**src/rtl/mem_arbiter.sv**
```systemverilog
// Round-robin arbiter sharing one main-memory port between the I-cache fill
// path and the D-cache fill/write-back path. Each requester owns a one-deep
// request slot; the FSM walks IDLE -> ISSUE -> WAIT -> RESP per transaction
// and returns the result on the originating cache's registered rec_* port.
module mem_arbiter #(
    parameter int PADDR_W = 20,
    parameter int LINE_W  = 128,
    parameter int TIMEOUT = 64
) (
    input  logic               clk,
    input  logic               rst,

    input  logic               i_req_ren,
    input  logic [PADDR_W-1:0] i_req_addr,
    output logic               i_rec_en,
    output logic [PADDR_W-1:0] i_rec_addr,
    output logic [LINE_W-1:0]  i_rec_cacheline,

    input  logic               d_req_ren,
    input  logic               d_req_wen,
    input  logic [PADDR_W-1:0] d_req_addr,
    input  logic [LINE_W-1:0]  d_req_data,
    output logic               d_rec_en,
    output logic [PADDR_W-1:0] d_rec_addr,
    output logic [LINE_W-1:0]  d_rec_cacheline,

    output logic               mem_ren,
    output logic               mem_wen,
    output logic [PADDR_W-1:0] mem_addr,
    output logic [LINE_W-1:0]  mem_wdata,
    input  logic               mem_ack,
    input  logic [LINE_W-1:0]  mem_rdata,

    output logic               busy,
    output logic               err
);

    localparam int CNT_W = (TIMEOUT > 2) ? $clog2(TIMEOUT) : 1;
    localparam logic [CNT_W-1:0] CNT_LAST = CNT_W'(TIMEOUT - 1);

    typedef enum logic [1:0] {
        S_IDLE  = 2'd0,
        S_ISSUE = 2'd1,
        S_WAIT  = 2'd2,
        S_RESP  = 2'd3
    } state_t;

    state_t state, state_nxt;

    // request slots
    logic               i_slot_vld;
    logic [PADDR_W-1:0] i_slot_addr;
    logic               d_slot_vld;
    logic               d_slot_wen;
    logic [PADDR_W-1:0] d_slot_addr;
    logic [LINE_W-1:0]  d_slot_data;

    // one-cycle shadows of the line just returned to each cache
    logic               i_shd_vld;
    logic [PADDR_W-1:0] i_shd_addr;
    logic               d_shd_vld;
    logic [PADDR_W-1:0] d_shd_addr;

    logic               ptr_d;      // 0: I side has priority, 1: D side
    logic               gnt_d;      // side owning the current transaction
    logic               gnt_nxt;
    logic [CNT_W-1:0]   cnt;
    logic               resp_go;
    logic               tmo;

    logic               d_req_any;
    logic               i_cap;
    logic               d_cap;
    logic               sel_wen;
    logic [PADDR_W-1:0] sel_addr;
    logic [LINE_W-1:0]  sel_wdata;
    logic [LINE_W-1:0]  rsp_data;

    // A cache keeps its registered request up one cycle after the fill;
    // the shadow stops that stale request from being captured again.
    assign d_req_any = d_req_ren | d_req_wen;
    assign i_cap = i_req_ren && !i_slot_vld &&
                   !(i_shd_vld && (i_shd_addr == i_req_addr));
    assign d_cap = d_req_any && !d_slot_vld &&
                   !(d_shd_vld && (d_shd_addr == d_req_addr));

    assign sel_wen   = gnt_nxt & d_slot_wen;
    assign sel_addr  = gnt_nxt ? d_slot_addr : i_slot_addr;
    assign sel_wdata = sel_wen ? d_slot_data : '0;

    // Write-backs and timeouts return an all-zero line.
    assign rsp_data = (mem_ack && !(gnt_d && d_slot_wen)) ? mem_rdata : '0;

    assign busy = (state != S_IDLE);

    // State register
    always_ff @(posedge clk or negedge rst) begin
        if (!rst) begin
            state <= S_IDLE;
        end else begin
            state <= state_nxt;
        end
    end

    // Next-state, grant selection and timeout detection
    always_comb begin
        state_nxt = state;
        gnt_nxt   = gnt_d;
        tmo       = 1'b0;
        resp_go   = 1'b0;
        case (state)
            S_IDLE: begin
                if (i_slot_vld && d_slot_vld) begin
                    gnt_nxt   = ptr_d;
                    state_nxt = S_ISSUE;
                end else if (i_slot_vld) begin
                    gnt_nxt   = 1'b0;
                    state_nxt = S_ISSUE;
                end else if (d_slot_vld) begin
                    gnt_nxt   = 1'b1;
                    state_nxt = S_ISSUE;
                end
            end
            S_ISSUE: begin
                state_nxt = mem_ack ? S_RESP : S_WAIT;
                resp_go   = mem_ack;
            end
            S_WAIT: begin
                if (mem_ack) begin
                    state_nxt = S_RESP;
                    resp_go   = 1'b1;
                end else if (cnt == CNT_LAST) begin
                    state_nxt = S_RESP;
                    resp_go   = 1'b1;
                    tmo       = 1'b1;
                end
            end
            S_RESP: begin
                state_nxt = S_IDLE;
            end
            default: begin
                state_nxt = S_IDLE;
            end
        endcase
    end

    // Slot capture; the granted slot is freed on leaving RESP
    always_ff @(posedge clk or negedge rst) begin
        if (!rst) begin
            i_slot_vld  <= 1'b0;
            i_slot_addr <= '0;
            d_slot_vld  <= 1'b0;
            d_slot_wen  <= 1'b0;
            d_slot_addr <= '0;
            d_slot_data <= '0;
        end else begin
            if (state == S_RESP && !gnt_d) begin
                i_slot_vld <= 1'b0;
            end else if (i_cap) begin
                i_slot_vld  <= 1'b1;
                i_slot_addr <= i_req_addr;
            end
            if (state == S_RESP && gnt_d) begin
                d_slot_vld <= 1'b0;
            end else if (d_cap) begin
                d_slot_vld  <= 1'b1;
                d_slot_wen  <= d_req_wen;
                d_slot_addr <= d_req_addr;
                d_slot_data <= d_req_data;
            end
        end
    end

    // Grant owner, round-robin pointer and shadows armed on RESP
    always_ff @(posedge clk or negedge rst) begin
        if (!rst) begin
            gnt_d      <= 1'b0;
            ptr_d      <= 1'b0;
            i_shd_vld  <= 1'b0;
            i_shd_addr <= '0;
            d_shd_vld  <= 1'b0;
            d_shd_addr <= '0;
        end else begin
            gnt_d     <= gnt_nxt;
            i_shd_vld <= 1'b0;
            d_shd_vld <= 1'b0;
            if (state == S_RESP) begin
                ptr_d <= ~gnt_d;
                if (gnt_d) begin
                    d_shd_vld  <= 1'b1;
                    d_shd_addr <= d_slot_addr;
                end else begin
                    i_shd_vld  <= 1'b1;
                    i_shd_addr <= i_slot_addr;
                end
            end
        end
    end

    // Sticky timeout flag
    always_ff @(posedge clk or negedge rst) begin
        if (!rst) begin
            err <= 1'b0;
        end else if (tmo) begin
            err <= 1'b1;
        end
    end

    // Memory command: loaded on grant, held through WAIT, dropped on response
    always_ff @(posedge clk or negedge rst) begin
        if (!rst) begin
            mem_ren   <= 1'b0;
            mem_wen   <= 1'b0;
            mem_addr  <= '0;
            mem_wdata <= '0;
        end else if (state == S_IDLE && state_nxt == S_ISSUE) begin
            mem_ren   <= ~sel_wen;
            mem_wen   <= sel_wen;
            mem_addr  <= sel_addr;
            mem_wdata <= sel_wdata;
        end else if (resp_go) begin
            mem_ren   <= 1'b0;
            mem_wen   <= 1'b0;
            mem_addr  <= '0;
            mem_wdata <= '0;
        end
    end

    // WAIT cycle counter, cleared while issuing
    always_ff @(posedge clk or negedge rst) begin
        if (!rst) begin
            cnt <= '0;
        end else if (state == S_ISSUE) begin
            cnt <= '0;
        end else if (state == S_WAIT) begin
            cnt <= cnt + CNT_W'(1);
        end
    end

    // Registered response strobes; everything reads zero outside the pulse
    always_ff @(posedge clk or negedge rst) begin
        if (!rst) begin
            i_rec_en        <= 1'b0;
            i_rec_addr      <= '0;
            i_rec_cacheline <= '0;
            d_rec_en        <= 1'b0;
            d_rec_addr      <= '0;
            d_rec_cacheline <= '0;
        end else begin
            i_rec_en        <= 1'b0;
            i_rec_addr      <= '0;
            i_rec_cacheline <= '0;
            d_rec_en        <= 1'b0;
            d_rec_addr      <= '0;
            d_rec_cacheline <= '0;
            if (resp_go) begin
                if (gnt_d) begin
                    d_rec_en        <= 1'b1;
                    d_rec_addr      <= d_slot_addr;
                    d_rec_cacheline <= rsp_data;
                end else begin
                    i_rec_en        <= 1'b1;
                    i_rec_addr      <= i_slot_addr;
                    i_rec_cacheline <= rsp_data;
                end
            end
        end
    end

endmodule

```
**config.mk**
```make
export PLATFORM = sky130hd
export DESIGN_NAME = mem_arbiter
export DESIGN_NICKNAME = d
export VERILOG_FILES = /design/src/rtl/mem_arbiter.sv
export SDC_FILE = /design/constraint.sdc
export NUM_CORES = 1
export LEC_CHECK = 0
export CAP_MARGIN = 20
export CELL_PAD_IN_SITES_DETAIL_PLACEMENT = 0
export CELL_PAD_IN_SITES_GLOBAL_PLACEMENT = 1
export CORE_AREA = 2 2 289 291
export CTS_CLUSTER_DIAMETER = 30
export CTS_CLUSTER_SIZE = 25
export DETAILED_ROUTE_END_ITERATION = 12
export DIE_AREA = 0 0 291 293
export PLACE_DENSITY_LB_ADDON = 0.1
export SYNTH_ARGS = -nofsm -noshare
export SYNTH_HDL_FRONTEND = slang
export SYNTH_SLANG_ARGS = --single-unit
```
**constraint.sdc**
```tcl
create_clock -name clk -period 1.9 [get_ports clk]
set_input_delay 0.38 -clock clk [delete_from_list [all_inputs] [get_ports clk]]
set_output_delay 0.38 -clock clk [all_outputs]
set_load 0.05 [all_outputs]
```
==> impl_results.html, run 1 <==
<table>
<tr><th>Metric</th><th>Value</th></tr>
<tr><th colspan="2">Worst setup path</th></tr>
<tr><td>Required time worst endpoint</td><td>2490 ps</td></tr>
<tr><td>Arrival time of the worst setup path</td><td>between 2000 and 3000 ps</td></tr>
<tr><td>Crit start category</td><td>flop</td></tr>
<tr><td>Critical Setup Path Class</td><td>reg -&gt; reg</td></tr>
<tr><td>Kind of end point of the critical path</td><td>flop</td></tr>
<tr><td>Peak fanout along the critical path</td><td>10</td></tr>
<tr><th colspan="2">Power</th></tr>
<tr><td>Sw Share</td><td>roughly a third</td></tr>
<tr><td>Static power due to leakage</td><td>19.5 nW</td></tr>
<tr><td>Sequential cell fraction of total power</td><td>27.6%</td></tr>
<tr><td>Fraction of power consumed by the clock network</td><td>40.3%</td></tr>
<tr><td>Internal portion of total power</td><td>50.0 mW</td></tr>
<tr><td>Worst vdd rail ir drop</td><td>0.000851 V</td></tr>
<tr><td>Switch Pwr</td><td>24.0 mW</td></tr>
<tr><td>Power share of the combinational group</td><td>32.1%</td></tr>
<tr><td>Total Power Consumption</td><td>74.0 mW</td></tr>
<tr><td>Power density over cell area</td><td>1810 nW/um^2</td></tr>
<tr><th colspan="2">Drt</th></tr>
<tr><td>Vias</td><td>17.9k</td></tr>
<tr><td>Drc violations</td><td>0</td></tr>
<tr><td>Via density</td><td>between 4 and 5</td></tr>
<tr><td>Drt initial violations</td><td>616</td></tr>
<tr><td>Routed len/inst</td><td>23.7 um</td></tr>
<tr><td>Total wire length</td><td>93.6 mm</td></tr>
<tr><td>Number of nets with antenna violations after routing</td><td>0</td></tr>
<tr><td>Detailed-router iteration count before antenna repair</td><td>5</td></tr>
<tr><th colspan="2">Clocking</th></tr>
<tr><td>H-tree depth</td><td>4</td></tr>
<tr><td>Total clock buffers created by CTS</td><td>168</td></tr>
<tr><td>Max Buffers Root-to-Sink</td><td>3</td></tr>
<tr><td>Latest clock arrival within the worst-skew pair</td><td>720 ps</td></tr>
<tr><td>Number of clock sinks</td><td>672</td></tr>
<tr><td>TritonCTS clock tree</td><td>built</td></tr>
<tr><td>Clock transition at the register clock pins on the worst setup and hold paths after CTS</td><td>around 50 ps</td></tr>
<tr><td>Cell chosen for the clock root</td><td>sky130_fd_sc_hd__clkbuf_16</td></tr>
<tr><th colspan="2">Layout</th></tr>
<tr><td>Area used by multi-input combinational logic</td><td>6950 um^2</td></tr>
<tr><td>Core occupancy in the finished layout</td><td>50.1%</td></tr>
<tr><td>Number of nets at the end of the flow</td><td>3049</td></tr>
<tr><td>Post-synthesis to final-layout area growth</td><td>71.6%</td></tr>
<tr><td>Most common library cell in the layout ignoring fill and taps</td><td>sky130_fd_sc_hd__dfrtp_1</td></tr>
<tr><td>FF/Latch Area</td><td>~17000 um^2</td></tr>
<tr><td>Fill count</td><td>7195</td></tr>
<tr><td>Fraction of final layout cells with drive strength greater than 1</td><td>between 30% and 40%</td></tr>
<tr><td>Commonest cells after routing, fill and taps aside</td><td>sky130_fd_sc_hd__dfrtp_1 (671), sky130_fd_sc_hd__buf_4 (387), sky130_fd_sc_hd__clkdlybuf4s50_1 (300)</td></tr>
<tr><th colspan="2">Timing</th></tr>
<tr><td>Unrepaired setup endpoints after global routing</td><td>yes</td></tr>
<tr><td>Minimum clock period after layout</td><td>2200 ps</td></tr>
<tr><td>Setup Skew</td><td>24.9 ps</td></tr>
<tr><td>Final setup margin</td><td>-295 ps</td></tr>
<tr><td>Slew at the pin closest to its max-slew limit</td><td>541 ps</td></tr>
<tr><td>Max Slew Vio Count</td><td>0</td></tr>
<tr><td>Setup violations, final</td><td>between 400 and 500</td></tr>
<tr><td>Final number of hold-violating endpoints</td><td>0</td></tr>
<tr><td>Worst hold margin</td><td>113 ps</td></tr>
<tr><td>Final worst-path cycle share</td><td>116%</td></tr>
<tr><td>Slew Limit Headroom</td><td>63.9%</td></tr>
<tr><td>Highest achievable clock rate</td><td>456 MHz</td></tr>
<tr><th colspan="2">Synth</th></tr>
<tr><td>Avg Synthesized Cell Area</td><td>13.9 um^2</td></tr>
<tr><td>Count of mapped cells out of synthesis</td><td>1725</td></tr>
<tr><td>Flops &amp; latches, synth</td><td>672</td></tr>
<tr><td>Ys Warns</td><td>0</td></tr>
<tr><td>Sequential-to-total area share from yosys stat</td><td>70.4%</td></tr>
<tr><td>Area of the mapped netlist</td><td>approximately 24000 um^2</td></tr>
<tr><td>Number of distinct library cell variants in the gate-level netlist after synthesis</td><td>40</td></tr>
<tr><td>Synth Net Count</td><td>2033</td></tr>
<tr><th colspan="2">Global route</th></tr>
<tr><td>Combined global-route utilization of all metal layers</td><td>20.8%</td></tr>
<tr><td>Met2 track utilization from global routing</td><td>35.5%</td></tr>
<tr><td>Wire length of the first global-routing pass</td><td>132 mm</td></tr>
<tr><td>Final global-route overflow total</td><td>0</td></tr>
<tr><td>Maximum number of pins on one net before global-route repair</td><td>90</td></tr>
<tr><td>Global route hottest layer</td><td>met2</td></tr>
<tr><td>GR met1 Demand/Resource</td><td>24.2%</td></tr>
<tr><td>Vias in the first global route</td><td>19.7k</td></tr>
<tr><td>Initial antenna violation count</td><td>21</td></tr>
<tr><td>M3 GR Usage</td><td>7.84%</td></tr>
<tr><th colspan="2">Placement</th></tr>
<tr><td>HPWL after detailed placement</td><td>64.0 mm</td></tr>
<tr><td>Worst slack, placed</td><td>-969 ps</td></tr>
<tr><td>Routability cong.</td><td>~0.84</td></tr>
<tr><td>IO buf count</td><td>751</td></tr>
<tr><th colspan="2">Outcome</th></tr>
<tr><td>Violations in the final reports</td><td>setup timing</td></tr>
<tr><td>Status</td><td>complete, but fails checks</td></tr>
<tr><th colspan="2">Job</th></tr>
<tr><td>Max-cap violations</td><td>0</td></tr>
<tr><th colspan="2">Die</th></tr>
<tr><td>Total number of placement rows</td><td>105</td></tr>
<tr><td>Vertical extent of the die</td><td>293 um</td></tr>
<tr><td>Core footprint</td><td>81800 um^2</td></tr>
<tr><td>Die area</td><td>85300 um^2</td></tr>
<tr><td>Boundary pin count</td><td>752</td></tr>
<tr><td>Horizontal die dimension</td><td>291 um</td></tr>
<tr><td>Initial standard-cell utilization of the core</td><td>29.2%</td></tr>
<tr><th colspan="2">Min path</th></tr>
<tr><td>Type of the worst min-delay path</td><td>in -&gt; async</td></tr>
</table>
kinds of logic after synthesis:
group                      synth area share [%]
buffers and inverters                      2.45
and+or+nand+nor                            8.32
adders and majority gates                 0.314
AOI/OAI and AO/OA                          5.43
xor gates and xnor gates                   1.54
DFF                                        70.4
muxes                                      11.6
repair_timing:
action	CTS	global route
gates resized for setup	445	108
hold endpoints to repair	321	0
pin swaps	11	68
endpoints found under the setup margin	748	665
setup buffers	17	23
hold buffers	1	0
cloned	8	34
synth_stat cells, drive strengths merged:
cell type  count  area [um^2]
o21ai          8         43.8
nor4           4         25.0
a41oi          1         8.76
and2          40          250
clkbuf        65          244
nand4          7         43.8
a211oi         1         12.5
and3           2         12.5
nand3          7         35.0
a21boi         1         7.51
nor2         259          972
buf           40          289
nand2b         1         6.26
dfrtp        672        16800
a21oi          4         20.0
a31oi          1         6.26
inv           14         52.6
nor2b          1         6.26
nor4b          1         23.8
nor3b          1         7.51
xor2           9         78.8
o22ai          2         12.5
mux2i         40          400
mux2         210         2360
a21o           5         37.5
nand3b         2         15.0
nand2        157          589
ha             6         75.1
a32o           1         10.0
o31ai          1         7.51
a22o         128         1120
xnor2         33          289
a32oi          1         8.76
sequential cells by signal, summed over array words and instances (netlist names), 2 cells and up:
name,flops
mem_wdata,128
d_rec_addr,20
d_slot_data,128
d_rec_cacheline,128
i_shd_addr,20
mem_addr,20
cnt,6
i_slot_addr,20
i_rec_addr,20
d_shd_addr,20
state,2
i_rec_cacheline,128
d_slot_addr,20
worst max-delay path: stages (launching register included):
cell	delay, ps
sky130_fd_sc_hd__dfrtp_1	390
sky130_fd_sc_hd__xnor2_1	140
sky130_fd_sc_hd__buf_4	160
sky130_fd_sc_hd__nand3_4	80
sky130_fd_sc_hd__nor4_4	290
sky130_fd_sc_hd__buf_4	160
sky130_fd_sc_hd__a211oi_4	60
sky130_fd_sc_hd__buf_12	150
sky130_fd_sc_hd__buf_4	160
sky130_fd_sc_hd__buf_12	150
sky130_fd_sc_hd__mux2_1	310
final cells by class:
| class | instances | share of cell area, % |
|---|---|---|
| Sequential cell | 672 | 41.0 |
| Multi-Input combinational cell | 934 | 16.9 |
| Antenna cell | 4 | 0.0244 |
| Tap cell | 1070 | 3.27 |
| Clock inverter | 86 | 3.03 |
| Clock buffer | 221 | 11.6 |
| Timing Repair Buffer | 951 | 23.9 |
| Inverter | 14 | 0.153 |
final timing paths:
check / startpoint / endpoint / slack, ps / depth (start not counted)
worst max-delay path: d_shd_addr[16] / d_slot_data[107] / -300 / 10
worst min-delay path: rst / i_rec_cacheline[118] / 110 / 2
worst max register to register: d_shd_addr[16] / d_slot_data[107] / -300 / 10
worst min register to register: d_slot_data[126] / mem_wdata[126] / 470 / 1
max in group asynchronous: rst / d_slot_data[32] / 900 / 4
min in group clk: mem_rdata[53] / d_rec_cacheline[53] / 210 / 3
power groups by stage:
| stage | Clock (mW) | Combinational, mW | Sequential (mW) |
|---|---|---|---|
| after global placement | 0 | 19.2 | 20.5 |
| after global routing | 31.2 | 25.1 | 20.9 |
| after CTS | 30.3 | 20.8 | 20.5 |
| final | 29.8 | 23.7 | 20.5 |
| after detailed placement | 0 | 19.4 | 20.6 |
| after floorplan | 0 | 7.71 | 24.1 |
per-stage QoR:
stage               setup TNS [ps]  instances  instance area (um^2)
detailed placement         -202000       3568                 33000
finish                      -77280       3952                 41000
global placement           -198690       3568                 33000
CTS                         -80470       3901                 39800
global route               -122820       3952                 41000
floorplan                    -2050       1725                 23900
metal layers:
layer	up-vias	wire [um]
met5	-	161
met4	26	2250
met3	163	7060
met2	632	47600
met1	9161	36500
li1	7930	-
No activity file was read; power rests on OpenSTA's default activity.
==> run 2, diff against run 1 <==
==> constraint.sdc (replaced) <==
create_clock -name clk -period 1.9 [get_ports clk]
set_input_delay 0.38 -clock clk [delete_from_list [all_inputs] [get_ports clk]]
set_output_delay 0.38 -clock clk [all_outputs]
set_load 0.02 [all_outputs]
==> run 2 against run 1 <==
Compared with the run above: the flow still finishes with violations (setup timing); flip-flop and latch count did not move; non-clock buffer count fell by 42; clock skew rose by 19 ps; cell count fell by 1.4%; via count fell by 1.9%; critical path type unchanged; critical endpoint is now d_slot_data[108]; largest cell class unchanged; highest routed layer unchanged.
==> impl_results.html, run 2 (synthesis results as in run 1) <==
<table>
<tr><th>Metric</th><th>Value</th></tr>
<tr><th colspan="2">Outcome</th></tr>
<tr><td>Status</td><td>complete, but fails checks</td></tr>
<tr><td>Violations in the final reports</td><td>setup timing</td></tr>
<tr><th colspan="2">Worst setup path</th></tr>
<tr><td>Critical Setup Path Class</td><td>reg -&gt; reg</td></tr>
<tr><td>Peak per-stage delay on the critical path</td><td>380 ps (about the same)</td></tr>
<tr><td>Peak fanout along the critical path</td><td>8 (-2)</td></tr>
<tr><td>Required time worst endpoint</td><td>2480 ps (about the same)</td></tr>
<tr><td>Master of the slowest instance on the critical path</td><td>sky130_fd_sc_hd__dfrtp_1</td></tr>
<tr><td>Crit start category</td><td>flop</td></tr>
<tr><td>Arrival time of the worst setup path</td><td>2730 ps (-60 ps)</td></tr>
<tr><td>Dominant cell type by count on the critical path</td><td>sky130_fd_sc_hd__buf_16</td></tr>
<tr><td>Path depth of the worst reg2reg path</td><td>8 (-2)</td></tr>
<tr><td>Crit path cell chain</td><td>xnor2_1, nand4_1, nor4_4, a211oi_4, buf_12, buf_16, buf_16, mux2_4</td></tr>
<tr><td>Kind of end point of the critical path</td><td>flop</td></tr>
<tr><th colspan="2">Clocking</th></tr>
<tr><td>Total clock buffers created by CTS</td><td>162 (-3.6%)</td></tr>
<tr><td>H-tree depth</td><td>4 (unchanged)</td></tr>
<tr><td>Latest clock arrival within the worst-skew pair</td><td>710 ps (about the same)</td></tr>
<tr><td>Clock transition at the register clock pins on the worst setup and hold paths after CTS</td><td>40 ps (about the same)</td></tr>
<tr><td>Number of clock sinks</td><td>672 (unchanged)</td></tr>
<tr><td>Cell chosen for the clock root</td><td>sky130_fd_sc_hd__clkbuf_16</td></tr>
<tr><td>TritonCTS clock tree</td><td>built</td></tr>
<tr><td>Max Buffers Root-to-Sink</td><td>3 (unchanged)</td></tr>
<tr><th colspan="2">Timing</th></tr>
<tr><td>Unrepaired setup endpoints after global routing</td><td>yes</td></tr>
<tr><td>Slew at the pin closest to its max-slew limit</td><td>570 ps (+29.5 ps)</td></tr>
<tr><td>Final worst-path cycle share</td><td>113% (-2.2 points)</td></tr>
<tr><td>Max Slew Vio Count</td><td>0 (unchanged)</td></tr>
<tr><td>Setup violations, final</td><td>746 (+75%)</td></tr>
<tr><td>Final setup margin</td><td>-253 ps (+42.1 ps)</td></tr>
<tr><td>Minimum clock period after layout</td><td>2150 ps (-42.1 ps)</td></tr>
<tr><td>Slew Limit Headroom</td><td>62.0% (-2.0 points)</td></tr>
<tr><td>Setup TNS</td><td>-92990 ps (-15710 ps)</td></tr>
<tr><td>Highest achievable clock rate</td><td>464 MHz (+2.0%)</td></tr>
<tr><td>Final number of hold-violating endpoints</td><td>0 (unchanged)</td></tr>
<tr><td>Setup Skew</td><td>43.7 ps (+18.8 ps)</td></tr>
<tr><th colspan="2">Layout</th></tr>
<tr><td>Number of nets at the end of the flow</td><td>3001 (-1.6%)</td></tr>
<tr><td>Fill count</td><td>7177 (-0.25%)</td></tr>
<tr><td>Number of standard cells in the final layout excluding fillers</td><td>3897 (-1.4%)</td></tr>
<tr><td>FF/Latch Area</td><td>16800 um^2 (about the same)</td></tr>
<tr><td>Most common library cell in the layout ignoring fill and taps</td><td>sky130_fd_sc_hd__dfrtp_1</td></tr>
<tr><td>Fraction of final layout cells with drive strength greater than 1</td><td>23.1% (-15 points)</td></tr>
<tr><td>Commonest cells after routing, fill and taps aside</td><td>sky130_fd_sc_hd__dfrtp_1 (672), sky130_fd_sc_hd__clkdlybuf4s50_1 (591), sky130_fd_sc_hd__nor2_1 (259)</td></tr>
<tr><td>Summed area of non-filler cells in the final layout</td><td>40400 um^2 (-1.4%)</td></tr>
<tr><td>Post-synthesis to final-layout area growth</td><td>69.2%</td></tr>
<tr><td>Area used by multi-input combinational logic</td><td>7050 um^2 (+1.4%)</td></tr>
<tr><th colspan="2">Placement</th></tr>
<tr><td>Number of instances in the placed design</td><td>3572 (+0.11%)</td></tr>
<tr><td>HPWL after detailed placement</td><td>64.5 mm (+0.76%)</td></tr>
<tr><td>Post-DP Area</td><td>33900 um^2 (+2.6%)</td></tr>
<tr><td>Worst slack, placed</td><td>-903 ps (+66.7 ps)</td></tr>
<tr><td>IO buf count</td><td>751 (unchanged)</td></tr>
<tr><td>Routability cong.</td><td>0.840 (+0.41%)</td></tr>
<tr><th colspan="2">Global route</th></tr>
<tr><td>Maximum number of pins on one net before global-route repair</td><td>100 (+11%)</td></tr>
<tr><td>Vias in the first global route</td><td>19.3k (-1.7%)</td></tr>
<tr><td>Combined global-route utilization of all metal layers</td><td>20.8% (-0.058 points)</td></tr>
<tr><td>Wire length of the first global-routing pass</td><td>131 mm (-0.52%)</td></tr>
<tr><td>Initial antenna violation count</td><td>18 (-14%)</td></tr>
<tr><td>Final global-route overflow total</td><td>0 (unchanged)</td></tr>
<tr><th colspan="2">Drt</th></tr>
<tr><td>Drt initial violations</td><td>670 (+8.8%)</td></tr>
<tr><td>Wire length on met2</td><td>45.1 mm (-5.3%)</td></tr>
<tr><td>Vias</td><td>17.6k (-1.9%)</td></tr>
<tr><td>DR WL met3</td><td>7.86 mm (+11%)</td></tr>
<tr><td>Total wire length</td><td>90.2 mm (-3.6%)</td></tr>
<tr><td>Drc violations</td><td>0 (unchanged)</td></tr>
<tr><td>Uppermost routed layer</td><td>met5</td></tr>
<tr><td>Detailed-router iteration count before antenna repair</td><td>5 (unchanged)</td></tr>
<tr><td>Number of nets with antenna violations after routing</td><td>0 (unchanged)</td></tr>
<tr><td>Sum of routed wire segments on met1</td><td>35.6 mm (-2.6%)</td></tr>
<tr><td>Routed len/inst</td><td>23.1 um (-2.3%)</td></tr>
<tr><td>Via density</td><td>4.51 (-0.51%)</td></tr>
<tr><th colspan="2">Die</th></tr>
<tr><td>Horizontal die dimension</td><td>291 um (unchanged)</td></tr>
<tr><td>Boundary pin count</td><td>752 (unchanged)</td></tr>
<tr><td>Core footprint</td><td>81800 um^2 (unchanged)</td></tr>
<tr><td>Die area</td><td>85300 um^2 (unchanged)</td></tr>
<tr><td>Vertical extent of the die</td><td>293 um (unchanged)</td></tr>
<tr><td>Total number of placement rows</td><td>105 (unchanged)</td></tr>
<tr><td>Initial standard-cell utilization of the core</td><td>29.2% (unchanged)</td></tr>
<tr><th colspan="2">Min path</th></tr>
<tr><td>Type of the worst min-delay path</td><td>in -&gt; async</td></tr>
<tr><th colspan="2">Power</th></tr>
<tr><td>Total Power Consumption</td><td>67.1 mW (-9.3%)</td></tr>
<tr><td>Static power due to leakage</td><td>18.9 nW (-3.0%)</td></tr>
<tr><td>Power density over cell area</td><td>1660 nW/um^2 (-8.0%)</td></tr>
<tr><td>Worst vdd rail ir drop</td><td>0.000779 V (-8.4%)</td></tr>
<tr><th colspan="2">Job</th></tr>
<tr><td>Max-cap violations</td><td>0 (unchanged)</td></tr>
</table>
==> run 2: cell types whose count changed in the layout (fill, tap and decap cells not counted), moves of 5 or more <==
| cell | delta |
|---|---|
| sky130_fd_sc_hd__buf_4 | -309 |
| sky130_fd_sc_hd__buf_6 | -17 |
| sky130_fd_sc_hd__bufinv_16 | -8 |
| sky130_fd_sc_hd__clkbuf_1 | +9 |
| sky130_fd_sc_hd__clkbuf_16 | -29 |
| sky130_fd_sc_hd__clkbuf_2 | -5 |
| sky130_fd_sc_hd__clkdlybuf4s15_1 | +15 |
| sky130_fd_sc_hd__clkdlybuf4s15_2 | -98 |
| sky130_fd_sc_hd__clkdlybuf4s50_1 | +291 |
| sky130_fd_sc_hd__clkinvlp_4 | -5 |
| sky130_fd_sc_hd__diode_2 | +5 |
| sky130_fd_sc_hd__dlygate4sd2_1 | +106 |
| sky130_fd_sc_hd__mux2_1 | -49 |
| sky130_fd_sc_hd__mux2_4 | +52 |
==> run 2: path summary, 6_finish.rpt <==
check / from / end / slack (ps)
min reg2reg: d_slot_data[43] / mem_wdata[43] / 460
max: d_shd_addr[17] / d_slot_data[108] / -250
max reg2reg: d_shd_addr[17] / d_slot_data[108] / -250
min in group clk: mem_rdata[17] / d_rec_cacheline[17] / 220
min: rst / d_rec_cacheline[2] / 120
max in group asynchronous: rst / d_rec_cacheline[70] / 940
==> run 2: metrics by stage <==
step                hold slack, ps  utilization, %
global route                  82.8            49.4
floorplan                     84.4               -
CTS                           72.0            48.6
finish                         123            49.4
global placement               242            41.4
detailed placement             241            41.4
==> run 2: cell type report <==
cell class	count	area share (%)
flip-flops and latches	672	41.6
repair buffers	909	23.8
multi-input cells	934	17.4
clock buffers	220	11.3
well taps	1070	3.31
clock inverters	69	2.38
inverters	14	0.136
diodes	9	0.0557
==> run 2: routing by layer <==
layer	GRT usage, %	vias to the layer above
met2	35.0	635
li1	-	7821
met1	24.3	8958
met5	0	-
met3	8.73	141
met4	5.75	18
==> run 2: where the power goes <==
group	internal, mW	total, mW	switching [mW]	leakage, nW
Combinational	10.1	19.2	9.07	7.33
Sequential	18.1	20.5	2.48	8.85
Clock	18.9	27.4	8.46	2.71
==> run 2: timing repair <==
action                                 4_1_cts  5_1_grt
pin swaps                                    7        8
setup endpoints to repair                  956      904
cloned                                       6       10
gates resized for setup                    271       91
setup buffers                               11        4
endpoints found under the hold margin      367        0
hold buffers                                 1        0
==> run 2: worst max-delay path, delay by kind of cell, from the launching register on <==
family	cells	cell delay (ps)
simple gates	2	490
buf+inv	3	490
flops	1	380
mux	1	300
xor+xnor	1	230
compound gates	1	120
==> run 3, diff against run 2 <==
- CTS_CLUSTER_DIAMETER: 30 -> unset
==> run 3 against run 2 <==
Compared with the run above: the run still ends with setup timing left; non-clock buffer count is 23 higher; first-iteration DRC count up 8.5%; clock skew shrank 12 ps; via count is 2.4% lower; setup slack got worse by 28 ps.
==> impl_results.html, run 3 (synthesis results as in run 1) <==
<table>
<tr><th>Metric</th><th>Value</th></tr>
<tr><th colspan="2">Outcome</th></tr>
<tr><td>Status</td><td>complete, but fails checks</td></tr>
<tr><td>Violations in the final reports</td><td>setup timing</td></tr>
<tr><th colspan="2">Drt</th></tr>
<tr><td>Number of nets with antenna violations after routing</td><td>0 (unchanged)</td></tr>
<tr><td>Detailed-router iteration count before antenna repair</td><td>4 (-1)</td></tr>
<tr><td>Drc violations</td><td>0 (unchanged)</td></tr>
<tr><td>Via density</td><td>4.55 (+0.86%)</td></tr>
<tr><td>Total wire length</td><td>90.3 mm (+0.11%)</td></tr>
<tr><td>Drt initial violations</td><td>727 (+8.5%)</td></tr>
<tr><td>Routed len/inst</td><td>23.9 um (+3.5%)</td></tr>
<tr><td>Vias</td><td>17.1k (-2.4%)</td></tr>
<tr><th colspan="2">Clocking</th></tr>
<tr><td>Max Buffers Root-to-Sink</td><td>3 (unchanged)</td></tr>
<tr><td>Clock transition at the register clock pins on the worst setup and hold paths after CTS</td><td>60 ps (+20 ps)</td></tr>
<tr><td>Total clock buffers created by CTS</td><td>78 (-52%)</td></tr>
<tr><td>TritonCTS clock tree</td><td>built</td></tr>
<tr><td>Cell chosen for the clock root</td><td>sky130_fd_sc_hd__clkbuf_16</td></tr>
<tr><td>Number of clock sinks</td><td>672 (unchanged)</td></tr>
<tr><td>H-tree depth</td><td>3 (-1)</td></tr>
<tr><td>Latest clock arrival within the worst-skew pair</td><td>610 ps (-100 ps)</td></tr>
<tr><th colspan="2">Layout</th></tr>
<tr><td>Fraction of final layout cells with drive strength greater than 1</td><td>18.8% (-4.3 points)</td></tr>
<tr><td>Fill count</td><td>7288 (+1.5%)</td></tr>
<tr><td>Post-synthesis to final-layout area growth</td><td>62.1%</td></tr>
<tr><td>Commonest cells after routing, fill and taps aside</td><td>sky130_fd_sc_hd__dfrtp_1 (672), sky130_fd_sc_hd__clkdlybuf4s50_1 (422), sky130_fd_sc_hd__dlymetal6s2s_1 (325)</td></tr>
<tr><td>Number of standard cells in the final layout excluding fillers</td><td>3770 (-3.3%)</td></tr>
<tr><td>Area used by multi-input combinational logic</td><td>6950 um^2 (-1.4%)</td></tr>
<tr><td>FF/Latch Area</td><td>16800 um^2 (unchanged)</td></tr>
<tr><td>Number of nets at the end of the flow</td><td>2940 (-2.0%)</td></tr>
<tr><td>Summed area of non-filler cells in the final layout</td><td>38700 um^2 (-4.2%)</td></tr>
<tr><td>Core occupancy in the finished layout</td><td>47.3% (-2.1 points)</td></tr>
<tr><td>Most common library cell in the layout ignoring fill and taps</td><td>sky130_fd_sc_hd__dfrtp_1</td></tr>
<tr><th colspan="2">Timing</th></tr>
<tr><td>Highest achievable clock rate</td><td>458 MHz (-1.3%)</td></tr>
<tr><td>Final number of hold-violating endpoints</td><td>0 (unchanged)</td></tr>
<tr><td>Slew at the pin closest to its max-slew limit</td><td>562 ps (-8.56 ps)</td></tr>
<tr><td>Setup Skew</td><td>31.4 ps (-12.2 ps)</td></tr>
<tr><td>Unrepaired setup endpoints after global routing</td><td>yes</td></tr>
<tr><td>Max Slew Vio Count</td><td>0 (unchanged)</td></tr>
<tr><td>Worst hold margin</td><td>219 ps (+95.7 ps)</td></tr>
<tr><td>Setup TNS</td><td>-64120 ps (+28870 ps)</td></tr>
<tr><td>Final setup margin</td><td>-281 ps (-28.1 ps)</td></tr>
<tr><td>Setup violations, final</td><td>425 (-43%)</td></tr>
<tr><td>Minimum clock period after layout</td><td>2180 ps (+28.1 ps)</td></tr>
<tr><td>Slew Limit Headroom</td><td>62.5% (+0.57 points)</td></tr>
<tr><td>Final worst-path cycle share</td><td>115% (+1.5 points)</td></tr>
<tr><th colspan="2">Power</th></tr>
<tr><td>Worst vdd rail ir drop</td><td>0.000782 V (+0.34%)</td></tr>
<tr><td>Static power due to leakage</td><td>22.7 nW (+20%)</td></tr>
<tr><td>Total Power Consumption</td><td>55.2 mW (-18%)</td></tr>
<tr><td>Power density over cell area</td><td>1430 nW/um^2 (-14%)</td></tr>
<tr><th colspan="2">Placement</th></tr>
<tr><td>Worst slack, placed</td><td>-903 ps (unchanged)</td></tr>
<tr><td>Routability cong.</td><td>0.840 (unchanged)</td></tr>
<tr><td>Number of instances in the placed design</td><td>3572 (unchanged)</td></tr>
<tr><td>HPWL after detailed placement</td><td>64.5 mm (unchanged)</td></tr>
<tr><td>Post-DP Area</td><td>33900 um^2 (unchanged)</td></tr>
<tr><td>IO buf count</td><td>751 (unchanged)</td></tr>
<tr><th colspan="2">Worst setup path</th></tr>
<tr><td>Crit path cell chain</td><td>inv_2, buf_6, ha_4, o21ai_2, o21ai_2, a21o_1, nor4b_4, buf_6, buf_6, buf_16, buf_8, a22o_1</td></tr>
<tr><td>Largest delay contributor family on the critical path</td><td>buffers and inverters</td></tr>
<tr><td>Peak per-stage delay on the critical path</td><td>410 ps (+30 ps)</td></tr>
<tr><td>Master of the slowest instance on the critical path</td><td>sky130_fd_sc_hd__dfrtp_1</td></tr>
<tr><td>Worst R2R Start</td><td>state[1]</td></tr>
<tr><td>Endpoint of the lowest-slack register-to-register path</td><td>mem_wdata[48]</td></tr>
<tr><td>Critical Setup Path Class</td><td>reg -&gt; reg</td></tr>
<tr><td>Peak fanout along the critical path</td><td>6 (-2)</td></tr>
<tr><td>Kind of end point of the critical path</td><td>flop</td></tr>
<tr><td>Buffers and inverters on the worst path</td><td>6 (+3)</td></tr>
<tr><td>Arrival time of the worst setup path</td><td>2670 ps (-60 ps)</td></tr>
<tr><td>Crit start category</td><td>flop</td></tr>
<tr><td>Required time worst endpoint</td><td>2380 ps (-100 ps)</td></tr>
<tr><td>Path depth of the worst reg2reg path</td><td>12 (+4)</td></tr>
<tr><td>Dominant cell type by count on the critical path</td><td>sky130_fd_sc_hd__buf_6</td></tr>
<tr><td>Number of cells on the critical path</td><td>12 (+4)</td></tr>
<tr><td>Slack of the worst reg-to-reg path</td><td>-280 ps (-30 ps)</td></tr>
<tr><th colspan="2">Min path</th></tr>
<tr><td>Type of the worst min-delay path</td><td>in -&gt; async</td></tr>
<tr><th colspan="2">Global route</th></tr>
<tr><td>Maximum number of pins on one net before global-route repair</td><td>100 (unchanged)</td></tr>
<tr><td>Initial antenna violation count</td><td>18 (unchanged)</td></tr>
<tr><td>Combined global-route utilization of all metal layers</td><td>20.4% (-0.42 points)</td></tr>
<tr><td>Wire length of the first global-routing pass</td><td>129 mm (-1.9%)</td></tr>
<tr><td>Vias in the first global route</td><td>18.4k (-4.8%)</td></tr>
<tr><td>Final global-route overflow total</td><td>0 (unchanged)</td></tr>
<tr><th colspan="2">Die</th></tr>
<tr><td>Core footprint</td><td>81800 um^2 (unchanged)</td></tr>
<tr><td>Die area</td><td>85300 um^2 (unchanged)</td></tr>
<tr><td>Horizontal die dimension</td><td>291 um (unchanged)</td></tr>
<tr><td>Boundary pin count</td><td>752 (unchanged)</td></tr>
<tr><td>Vertical extent of the die</td><td>293 um (unchanged)</td></tr>
<tr><td>Initial standard-cell utilization of the core</td><td>29.2% (unchanged)</td></tr>
<tr><td>Total number of placement rows</td><td>105 (unchanged)</td></tr>
<tr><th colspan="2">Job</th></tr>
<tr><td>Max-cap violations</td><td>0 (unchanged)</td></tr>
</table>
run 3: cell count changes in the layout (fill, tap and decap cells not counted), moves of 16 or more:
cell | before | now
sky130_fd_sc_hd__mux2_1 | 16 | 46
sky130_fd_sc_hd__mux2_4 | 99 | 53
sky130_fd_sc_hd__clkbuf_16 | 171 | 96
sky130_fd_sc_hd__clkdlybuf4s15_1 | 16 | 0
sky130_fd_sc_hd__dlygate4sd2_1 | 129 | 2
sky130_fd_sc_hd__mux2_2 | 95 | 111
sky130_fd_sc_hd__clkinv_2 | 34 | 16
sky130_fd_sc_hd__dlymetal6s2s_1 | 2 | 325
sky130_fd_sc_hd__clkdlybuf4s50_1 | 591 | 422
run 3: worst max-delay path by stage:
stage                             start                to  slack (ps)
after floorplan                state[1]    mem_wdata[119]         -20
after global placement    d_req_addr[6]   d_slot_data[38]        -890
after detailed placement  d_req_addr[6]   d_slot_data[10]        -900
after CTS                 d_shd_addr[4]  d_slot_data[106]        -290
after global routing           state[1]     mem_wdata[48]        -370
final                          state[1]     mem_wdata[48]        -280
run 3: area by class of cell:
cell class                 count  share of cell area (%)
clock inverter                26                   0.743
tap                         1070                    3.46
sequential                   672                    43.4
antenna                        8                  0.0517
timing repair buffer         932                    28.3
inverter                      14                   0.149
multi-input combinational    934                    17.9
clock buffer                 114                    5.91
run 3: report_power, final:
group	internal [mW]	switching, mW	total, mW
clock	9.03	6.05	15.1
combinational	10.4	9.30	19.7
sequential	18.0	2.42	20.4
run 3: worst register-to-register path: stages, from the launching register on:
cell	delay, ps
sky130_fd_sc_hd__dfrtp_1	410
sky130_fd_sc_hd__inv_2	100
sky130_fd_sc_hd__buf_6	130
sky130_fd_sc_hd__ha_4	160
sky130_fd_sc_hd__o21ai_2	110
sky130_fd_sc_hd__o21ai_2	90
sky130_fd_sc_hd__a21o_1	220
sky130_fd_sc_hd__nor4b_4	140
sky130_fd_sc_hd__buf_6	140
sky130_fd_sc_hd__buf_6	120
sky130_fd_sc_hd__buf_16	140
sky130_fd_sc_hd__buf_8	130
sky130_fd_sc_hd__a22o_1	170
run 3: layer usage:
layer  track usage, %  up-vias  wire (um)
li1                 -     7660          -
met1             24.5     8814      35800
met2             34.9      532      44900
met3             7.25      125       7340
met4             4.65       16       2200
met5                0        -         92
run 3: timing repair:
| item | in CTS | in global routing |
|---|---|---|
| endpoints found under the setup margin | 989 | 1037 |
| hold buffers | 1 | 0 |
| setup buffers | 15 | 9 |
| gates resized for setup | 71 | 403 |
| hold endpoints to repair | 279 | 0 |
| pin swaps | 21 | 20 |
| cloned | 8 | 22 |
